$ cat config.mk
export PLATFORM = sky130hd
export DESIGN_NAME = maku_periph_bridge
export DESIGN_NICKNAME = d
export VERILOG_FILES = /design/src/rtl/maku_bus_pkg.sv /design/src/rtl/maku_periph_addr_decoder.sv /design/src/rtl/maku_periph_bridge.sv
export SDC_FILE = /design/constraint.sdc
export NUM_CORES = 1
export LEC_CHECK = 0
export ABC_AREA = 1
export CORE_AREA = 3 3 179 181
export DETAILED_ROUTE_END_ITERATION = 12
export DIE_AREA = 0 0 182 184
export SETUP_SLACK_MARGIN = 0.15
export SLEW_MARGIN = 10
export SYNTH_ARGS = -nofsm -noshare
export SYNTH_HDL_FRONTEND = slang
export SYNTH_SLANG_ARGS = --single-unit
export TNS_END_PERCENT = 5
$ cat constraint.sdc
create_clock -name clk -period 4.44 [get_ports clk]
set_input_delay 0.666 -clock clk [delete_from_list [all_inputs] [get_ports clk]]
set_output_delay 0.666 -clock clk [all_outputs]
set_load 0.005 [all_outputs]
$ cat src/rtl/maku_bus_pkg.sv
// Shared types and helpers for the GP-side peripheral bridge.
package maku_bus_pkg;

    // Bridge transaction phases
    typedef enum logic [1:0] {
        IDLE   = 2'd0,
        ACCESS = 2'd1,
        RESP   = 2'd2
    } bridge_state_t;

    // Read data returned on any failed access
    localparam logic [31:0] ERR_DATA_DEFAULT = 32'hDEAD_BEEF;

    // Slot index width: enough for the largest supported slot count (16)
    localparam int SLOT_IDX_W = 4;

    // Window decode: returns {hit, slot index}. The subtraction wraps below
    // the base, so the explicit lower-bound compare is what rejects those.
    function automatic logic [SLOT_IDX_W:0] slot_decode(
        input logic [31:0] addr,
        input logic [31:0] base,
        input int          slot_aw,
        input int          n
    );
        logic [31:0] off;
        logic [31:0] sh;
        logic        hit;
        off = addr - base;
        sh  = off >> slot_aw;
        hit = (addr >= base) && (sh < 32'(n));
        slot_decode = {hit, hit ? SLOT_IDX_W'(sh) : {SLOT_IDX_W{1'b0}}};
    endfunction

endpackage

$ cat src/rtl/maku_periph_addr_decoder.sv
// Combinational peripheral window decoder: byte address -> hit, slot index, one-hot select.
module maku_periph_addr_decoder
    import maku_bus_pkg::*;
#(
    parameter int          NUM_SLOTS = 8,
    parameter logic [31:0] BASE_ADDR = 32'h4000_0000,
    parameter int          SLOT_AW   = 8
) (
    input  logic [31:0]           addr_i,
    output logic                  hit_o,
    output logic [SLOT_IDX_W-1:0] idx_o,
    output logic [NUM_SLOTS-1:0]  onehot_o
);

    logic [SLOT_IDX_W:0] dec_s;

    // Decode the address into a hit flag, slot index and one-hot select
    always_comb begin
        dec_s    = slot_decode(addr_i, BASE_ADDR, SLOT_AW, NUM_SLOTS);
        hit_o    = dec_s[SLOT_IDX_W];
        idx_o    = dec_s[SLOT_IDX_W-1:0];
        onehot_o = {NUM_SLOTS{1'b0}};
        for (int i = 0; i < NUM_SLOTS; i++) begin
            if (hit_o && (idx_o == SLOT_IDX_W'(i))) begin
                onehot_o[i] = 1'b1;
            end else begin
                onehot_o[i] = 1'b0;
            end
        end
    end

endmodule

$ cat src/rtl/maku_periph_bridge.sv
// GP data-port to peripheral-slot bridge: one outstanding access, per-slot
// wait states, bus timeout and error reporting. All outputs are registered.
module maku_periph_bridge
    import maku_bus_pkg::*;
#(
    parameter int          NUM_SLOTS = 8,
    parameter logic [31:0] BASE_ADDR = 32'h4000_0000,
    parameter int          SLOT_AW   = 8,
    parameter int          REG_AW    = 6,
    parameter int          TIMEOUT   = 16,
    parameter logic [31:0] ERR_DATA  = ERR_DATA_DEFAULT
) (
    input  logic                    clk,
    input  logic                    rst,
    input  logic                    m_req,
    input  logic                    m_we,
    input  logic [3:0]              m_be,
    input  logic [31:0]             m_addr,
    input  logic [31:0]             m_wdata,
    output logic [31:0]             m_rdata,
    output logic                    m_ready,
    output logic                    m_err,
    output logic [NUM_SLOTS-1:0]    s_en,
    output logic                    s_we,
    output logic [3:0]              s_be,
    output logic [REG_AW-1:0]       s_addr,
    output logic [31:0]             s_wdata,
    input  logic [NUM_SLOTS*32-1:0] s_rdata,
    input  logic [NUM_SLOTS-1:0]    s_ready,
    output logic                    err_irq,
    output logic [31:0]             err_addr,
    output logic [7:0]              err_count
);

    localparam int TO_W = $clog2(TIMEOUT + 1);

    bridge_state_t         state_q, state_d;
    logic                  we_q, we_d;
    logic [3:0]            be_q, be_d;
    logic [31:0]           addr_q, addr_d;
    logic [31:0]           wdata_q, wdata_d;
    logic [SLOT_IDX_W-1:0] idx_q, idx_d;
    logic [TO_W-1:0]       cnt_q, cnt_d;
    logic [NUM_SLOTS-1:0]  s_en_q, s_en_d;
    logic                  m_ready_q, m_ready_d;
    logic                  m_err_q, m_err_d;
    logic [31:0]           m_rdata_q, m_rdata_d;
    logic                  err_irq_q, err_irq_d;
    logic [31:0]           err_addr_q, err_addr_d;
    logic [7:0]            err_count_q, err_count_d;

    logic                  dec_hit_s;
    logic [SLOT_IDX_W-1:0] dec_idx_s;
    logic [NUM_SLOTS-1:0]  dec_onehot_s;
    logic                  sel_ready_s;
    logic [31:0]           sel_rdata_s;

    maku_periph_addr_decoder #(
        .NUM_SLOTS (NUM_SLOTS),
        .BASE_ADDR (BASE_ADDR),
        .SLOT_AW   (SLOT_AW)
    ) u_dec (
        .addr_i   (m_addr),
        .hit_o    (dec_hit_s),
        .idx_o    (dec_idx_s),
        .onehot_o (dec_onehot_s)
    );

    // Pick the ready flag and read data of the slot currently being accessed
    always_comb begin
        sel_ready_s = |(s_ready & s_en_q);
        sel_rdata_s = 32'h0;
        for (int i = 0; i < NUM_SLOTS; i++) begin
            if (idx_q == SLOT_IDX_W'(i)) begin
                sel_rdata_s = s_rdata[32*i +: 32];
            end else begin
                sel_rdata_s = sel_rdata_s;
            end
        end
    end

    // Next-state and registered-output logic for the bridge FSM
    always_comb begin
        state_d     = state_q;
        we_d        = we_q;
        be_d        = be_q;
        addr_d      = addr_q;
        wdata_d     = wdata_q;
        idx_d       = idx_q;
        cnt_d       = cnt_q;
        s_en_d      = s_en_q;
        m_ready_d   = 1'b0;
        m_err_d     = 1'b0;
        m_rdata_d   = m_rdata_q;
        err_irq_d   = 1'b0;
        err_addr_d  = err_addr_q;
        err_count_d = err_count_q;
        case (state_q)
            IDLE: begin
                if (m_req) begin
                    we_d    = m_we;
                    be_d    = m_be;
                    addr_d  = m_addr;
                    wdata_d = m_wdata;
                    idx_d   = dec_idx_s;
                    cnt_d   = {TO_W{1'b0}};
                    if (dec_hit_s) begin
                        state_d = ACCESS;
                        s_en_d  = dec_onehot_s;
                    end else begin
                        // Unmapped: answer straight away with an error
                        state_d   = RESP;
                        m_ready_d = 1'b1;
                        m_err_d   = 1'b1;
                        m_rdata_d = ERR_DATA;
                        err_irq_d = 1'b1;
                    end
                end else begin
                    state_d = IDLE;
                end
            end
            ACCESS: begin
                if (sel_ready_s) begin
                    state_d   = RESP;
                    s_en_d    = {NUM_SLOTS{1'b0}};
                    m_ready_d = 1'b1;
                    m_rdata_d = we_q ? 32'h0 : sel_rdata_s;
                end else if (cnt_q == TO_W'(TIMEOUT - 1)) begin
                    state_d   = RESP;
                    s_en_d    = {NUM_SLOTS{1'b0}};
                    m_ready_d = 1'b1;
                    m_err_d   = 1'b1;
                    m_rdata_d = ERR_DATA;
                    err_irq_d = 1'b1;
                end else begin
                    cnt_d = cnt_q + TO_W'(1);
                end
            end
            RESP: begin
                state_d = IDLE;
                if (m_err_q) begin
                    err_addr_d  = addr_q;
                    err_count_d = (err_count_q == 8'hFF) ? 8'hFF : err_count_q + 8'd1;
                end else begin
                    err_addr_d  = err_addr_q;
                    err_count_d = err_count_q;
                end
            end
            default: begin
                state_d = IDLE;
                s_en_d  = {NUM_SLOTS{1'b0}};
            end
        endcase
    end

    // State and output registers with synchronous reset
    always_ff @(posedge clk) begin
        if (rst) begin
            state_q     <= IDLE;
            we_q        <= 1'b0;
            be_q        <= 4'h0;
            addr_q      <= 32'h0;
            wdata_q     <= 32'h0;
            idx_q       <= {SLOT_IDX_W{1'b0}};
            cnt_q       <= {TO_W{1'b0}};
            s_en_q      <= {NUM_SLOTS{1'b0}};
            m_ready_q   <= 1'b0;
            m_err_q     <= 1'b0;
            m_rdata_q   <= 32'h0;
            err_irq_q   <= 1'b0;
            err_addr_q  <= 32'h0;
            err_count_q <= 8'h0;
        end else begin
            state_q     <= state_d;
            we_q        <= we_d;
            be_q        <= be_d;
            addr_q      <= addr_d;
            wdata_q     <= wdata_d;
            idx_q       <= idx_d;
            cnt_q       <= cnt_d;
            s_en_q      <= s_en_d;
            m_ready_q   <= m_ready_d;
            m_err_q     <= m_err_d;
            m_rdata_q   <= m_rdata_d;
            err_irq_q   <= err_irq_d;
            err_addr_q  <= err_addr_d;
            err_count_q <= err_count_d;
        end
    end

    assign m_ready   = m_ready_q;
    assign m_err     = m_err_q;
    assign m_rdata   = m_rdata_q;
    assign s_en      = s_en_q;
    assign s_we      = we_q;
    assign s_be      = be_q;
    assign s_addr    = addr_q[REG_AW+1:2];
    assign s_wdata   = wdata_q;
    assign err_irq   = err_irq_q;
    assign err_addr  = err_addr_q;
    assign err_count = err_count_q;

endmodule

Yosys cells after proc, flatten, opt, wreduce, memory -nomap -nowiden:

Cells that the tools add are included.

* add/subtract/negate cells: 3
* order comparisons: 2
* eq/ne operators: 24
* muxes and demuxes: 45
* bitwise logic cells: 2
* reductions and logical operators: 19

Operator list (number)
* 32-bit two-way mux: 13
* 32-bit case mux with 2 select lines: 1
* 8-bit two-way mux: 5
* 4-bit by 3-bit equality test with 1-bit output (second input constant): 8
* 32-bit by 31-bit greater-or-equal comparator with 1-bit output (second input constant): 1
* 32-bit by 31-bit subtractor with 32-bit output (second input constant): 1
* 24-bit by 4-bit < comparator with 1-bit output (second input constant): 1
* 8-bit case mux with 3 select lines: 1
* 4-bit by 2-bit equality test with 1-bit output (second input constant): 4
* 5-bit two-way mux: 3
* 1-bit two-way mux: 13
* 4-bit AND reduction: 3
* 2-bit inequality test (second input constant): 5
* 5-bit case mux with 2 select lines: 1
* 1-bit logical AND: 9
* 8-bit by 1-bit adder with 8-bit output (second input constant): 1
* 8-bit AND: 1
* 4-bit by 1-bit equality test with 1-bit output (second input constant): 2
* 8-bit equality test (second input constant): 1
* 4-bit logical NOT: 2
* 2-bit two-way mux: 4
* 8-bit OR reduction: 1
* 5-bit by 1-bit adder with 5-bit output (second input constant): 1
* 5-bit by 4-bit equality test with 1-bit output (second input constant): 1
* 10 further kinds: 12

* register bits: 162
* input bits: 336
* output and inout bits: 126

Longest topological paths before layout:

* depth after elaboration: 12
* mapped depth: 11
* gate-level depth less buffers: 11

By module:

Synthesis repeated with hierarchy kept, for this count alone.

* cells, all modules: 1251
* area total of the unflattened synthesis: 8160.3 um2

Modules (own cells, without submodules)
* maku_periph_bridge: times used 1, cells an instance 1203, area each 7951.4 um2, seq. area each 3243.1 um2
* maku_periph_addr_decoder: times used 1, cells an instance 48, area each 209.0 um2, seq. area each 0.0 um2

Least setup slack after synthesis:

Ideal clock, no wire load.

* kind: input -> register
* start: in m_addr[20]
* end: reg s_en_q[1] (netlist: s_en[1])
* arrival time: 1.741 ns
* required time: 4.308 ns
* setup slack: 2.566 ns
* stages: 7
* path buffers: 0
* cells stage by stage: or2_2 > nor3_1 > nand3_1 > nand2_1 > nand3_1 > nand2_1 > a21oi_1

* word-level cells in the longest chain between the ends: 10

RTL lines
* from (decl): RTL line maku_periph_bridge.sv:18 `input logic [31:0] m_addr,`
* 32-bit by 31-bit subtractor with 32-bit output: RTL line maku_bus_pkg.sv:28 `off = addr - base;`
* 24-bit by 4-bit < comparator with 1-bit output: RTL line maku_bus_pkg.sv:30 `hit = (addr >= base) && (sh < 32'(n));`
* 1-bit logical AND (*): RTL line maku_bus_pkg.sv:30
* 4-bit two-way mux: RTL line maku_bus_pkg.sv:31 `slot_decode = {hit, hit ? SLOT_IDX_W'(sh) : {SLOT_IDX_W{1'b0}}};`
* 4-bit by 1-bit equality test with 1-bit output: RTL line maku_periph_addr_decoder.sv:24 `if (hit_o && (idx_o == SLOT_IDX_W'(i))) begin`
* 1-bit logical AND: RTL line maku_periph_addr_decoder.sv:24
* 1-bit two-way mux: RTL line maku_periph_addr_decoder.sv:24
* 8-bit two-way mux: RTL line maku_periph_bridge.sv:107 `if (dec_hit_s) begin`
* 8-bit two-way mux: RTL line maku_periph_bridge.sv:100 `if (m_req) begin`
* 8-bit case mux with 3 select lines: RTL line maku_periph_bridge.sv:98 `case (state_q)`
* to (signal assigned): RTL line maku_periph_bridge.sv:166 `s_en_q <= {NUM_SLOTS{1'b0}};`
* to (signal assigned): RTL line maku_periph_bridge.sv:181 `s_en_q <= s_en_d;`
* to (decl): RTL line maku_periph_bridge.sv:44 `logic [NUM_SLOTS-1:0] s_en_q, s_en_d;`

Every way passes the cells marked *; elsewhere a longest branch is shown, timed or not. The select of a mux whose other input is x is not followed.
A chain may end at the register's enable or synchronous reset.

Final worst setup path:

* start: in m_addr[22]
* end: reg m_rdata_q[8] (netlist: m_rdata[8])

* word-level cells in the longest chain between the ends: 5

RTL lines
* 32-bit by 31-bit subtractor with 32-bit output: RTL line maku_bus_pkg.sv:28
* 24-bit by 4-bit < comparator with 1-bit output: RTL line maku_bus_pkg.sv:30
* 1-bit logical AND (*): RTL line maku_bus_pkg.sv:30
* 2-bit inequality test (no source line) (*)
* 4-bit AND reduction (no source line) (*)
* to (signal assigned): RTL line maku_periph_bridge.sv:184 `m_rdata_q <= m_rdata_d;`
* to (decl): RTL line maku_periph_bridge.sv:47 `logic [31:0] m_rdata_q, m_rdata_d;`

Every way passes the cells marked *; elsewhere a longest branch is shown, timed or not.

==> metrics.cfg <==
[outcome]
status=finished, final reports clean

[setup_path]
critPathTopFamily=simple AND/OR/NAND/NOR gates
cp.required_ns=4.72
critPathMaxStageDelay_ns=0.65
cp_cell_sequence=clkdlybuf4s50_1 > inv_1 > nand3_1 > nor2_1 > nand3_1 > nand2_1 > nand2_1 > clkinv_1 > nand2_1 > a21oi_1
arrival_ns=3.12
cp_num_buf_inv=3
critPathKind=in2reg
critPathMaxFanout=25
slowest_stage=nand2_1
start_kind=input pin
endpoint_kind=flop
crit_top_cell=nand2_1

[grt]
grt_pass1_wl_um=57400
grt_antenna_before_repair=2
track_usage_pct=22.1
grt_pass1_vias=9679
grt_max_degree=80
grt-ovfl-total=0

[synth]
synth_seq_cells=162
ys_warn_count=0
avgSynthCellArea_um2=6.57
post-synth-top-area-cell=dfxtp_1
synthesis.area_mm2=0.00805
synth_top_area_share_pct=40.3
netlist_instances=1225
ys_seq_area_share_pct=40.3
yosysUniqueCellTypes=28
synth_area_leaders=dfxtp_1, nand2_1, a21oi_1
syn-num-nets=1564

[sta]
max_freq_mhz=353
setup_violations=0
slew_violations=0
final.period_utilization_pct=63.9
tns_ns=0
hold_viol_final=0
slew_headroom_pct=24.4
rsz0062_at_grt=false
clock-skew-final_ns=0.0156
post-route-min-period_ns=2.84
worst_slew_pin_slew_ns=1.13

[clocking]
cts_root_buf=clkbuf_16
cts_buffer_depth=2
clk_latency_ns=0.43
path_clk_slew_ns=0.07
cts_tree=yes
numCtsBuffers=17
cts_resized=0
hold_buffers=0
post_cts_buffers=0
cts_max_level=4
clock-sinks=162

[layout]
fillCellCount=3120
layout.cells.non_filler=2046
nets=1975
final_cell_mix=clkdlybuf4s50_1, nand2_1, nor2_1, dfxtp_1, a21oi_1
postLayoutCellArea_mm2=0.0135
drive_above_1_share_pct=4.49
final_common_cell=clkdlybuf4s50_1
area_delta_synth_final_pct=67.6

[power]
p_int_mw=2.67
p_per_area_mw_per_mm2=268
p_switching_mw=0.944
p_comb_share_pct=18.2
vdd_drop_max_uv=232
seqPwrFrac_pct=43.2
swShare_pct=26.1
p_clk_share_pct=38.5
p_leak_nw=5.19

[die]
row_count=64
initial_core_util_pct=26.3
coreArea_mm2=0.0306
fp.dieArea_mm2=0.0335
die_w_um=182
io_pins=462
die_h_um=184

[job]
maxCapViolCount=0

[drt]
drt_iter0_drc=580
ant_nets=0
firstDrtPassIters=5
routed_wirelength_um=38600
vias=9908
drcViolationCount=0
viasPerCell=4.84
wl_per_cell_um=18.9

[hold_path]
hold_class=reg2reg

[placed_design]
place.gp.congestion=0.890
placed_cells=2013
port_buffers=461
dp_hpwl_um=29700
place_area_mm2=0.0129

==> layout make-up <==
cell class,count,area [um2],share of cell area (%)
Clock inverter,13,120,0.890
Inverter,75,282,2.09
Clock buffer,19,433,3.21
Antenna cell,1,2.50,0.0185
Tap cell,396,495,3.67
Timing Repair Buffer,479,4760,35.3
Multi-Input combinational cell,901,4160,30.8
Sequential cell,162,3240,24.0
==> registers in the layout, summed over array words and instances, names as in the netlist, 2 cells and up <==
signal and count:
s_en 8, state_q 2, addr_q 32, cnt_q 5, s_wdata 32, err_addr 32, idx_q 4, s_be 4
m_rdata 32, err_count 8
==> kinds of logic (layout without fill, tap and decap cells) <==
| logic type | count (synthesis) | in the layout | share of synthesized area (%) |
|---|---|---|---|
| AND/OR/NAND/NOR | 616 | 616 | 33.0 |
| AO/OA/AOI/OAI | 279 | 279 | 17.5 |
| flip-flops | 162 | 162 | 40.3 |
| buffers and inverters | 162 | 586 | 8.38 |
| adder cells (fa/ha/maj) | 3 | 3 | 0.466 |
| XOR/XNOR | 2 | 2 | 0.218 |
| multiplexers | 1 | 1 | 0.124 |
| other | 0 | 1 | 0 |
==> path summary, 6_finish.rpt <==
check                                start  slack (ns)           to  cells after the start
worst max-delay path            m_addr[22]        1.60   m_rdata[8]                     10
worst min-delay path             addr_q[8]        0.45    addr_q[8]                      2
worst max register to register    idx_q[1]        1.83  m_rdata[20]                      9
worst min register to register   addr_q[8]        0.45    addr_q[8]                      2
==> worst reg2reg max path, delay by kind of cell, from the launching register on <==
kind | cells | cell delay (ns)
AO/OA/AOI/OAI | 2 | 0.29
AND/OR/NAND/NOR | 4 | 0.78
flip-flops | 1 | 0.52
buffers and inverters | 3 | 0.97
==> layer usage <==
metal / vias up / wire, um / track usage, %
met3: 66 / 3120 / 6.67
met1: 4546 / 15900 / 27.4
met2: 391 / 18400 / 36.9
li1: 4901 / - / -
met4: 4 / 1080 / 6.70
met5: - / 70 / 1.29
==> power by group through the flow <==
stage                     Clock, mW  Combinational [mW]  Sequential [mW]
after CTS                      1.44               0.666             1.56
after global placement            0               0.661             1.59
after detailed placement          0               0.662             1.59
after global routing           1.50               0.720             1.57
after floorplan                   0               0.185             1.59
final                          1.39               0.660             1.56
==> stage by stage <==
stage	utilization, %	hold slack [ns]	power (mW)	worst slack, ns
6_report	44.1	0.450	3.62	1.60
5_1_grt	44.1	0.466	3.79	1.33
4_1_cts	44.1	0.455	3.67	1.62
3_5_place_dp	42.3	0.442	2.26	1.16
3_3_place_gp	42.3	0.440	2.26	1.23
2_1_floorplan	-	0.419	1.78	2.57
==> synthesized netlist by cell type <==
library cell  count
nand2_1         238
nor2_1          171
dfxtp_1         162
a21oi_1         149
nand3_1         148
o21ai_0         124
inv_1            66
clkbuf_1         56
nand4_1          36
buf_2            17
buf_4            12
inv_2             8
nor3_1            8
or2_2             6
ha_1              3
nor2_2            3
nor2_4            3
o22ai_1           3
buf_1             2
nor3_2            2
a31oi_1           1
clkinv_1          1
mux2i_1           1
nor3b_1           1
o211a_1           1
o31ai_1           1
xnor2_1           1
xor2_1            1
(Power assumes the default switching activity.)
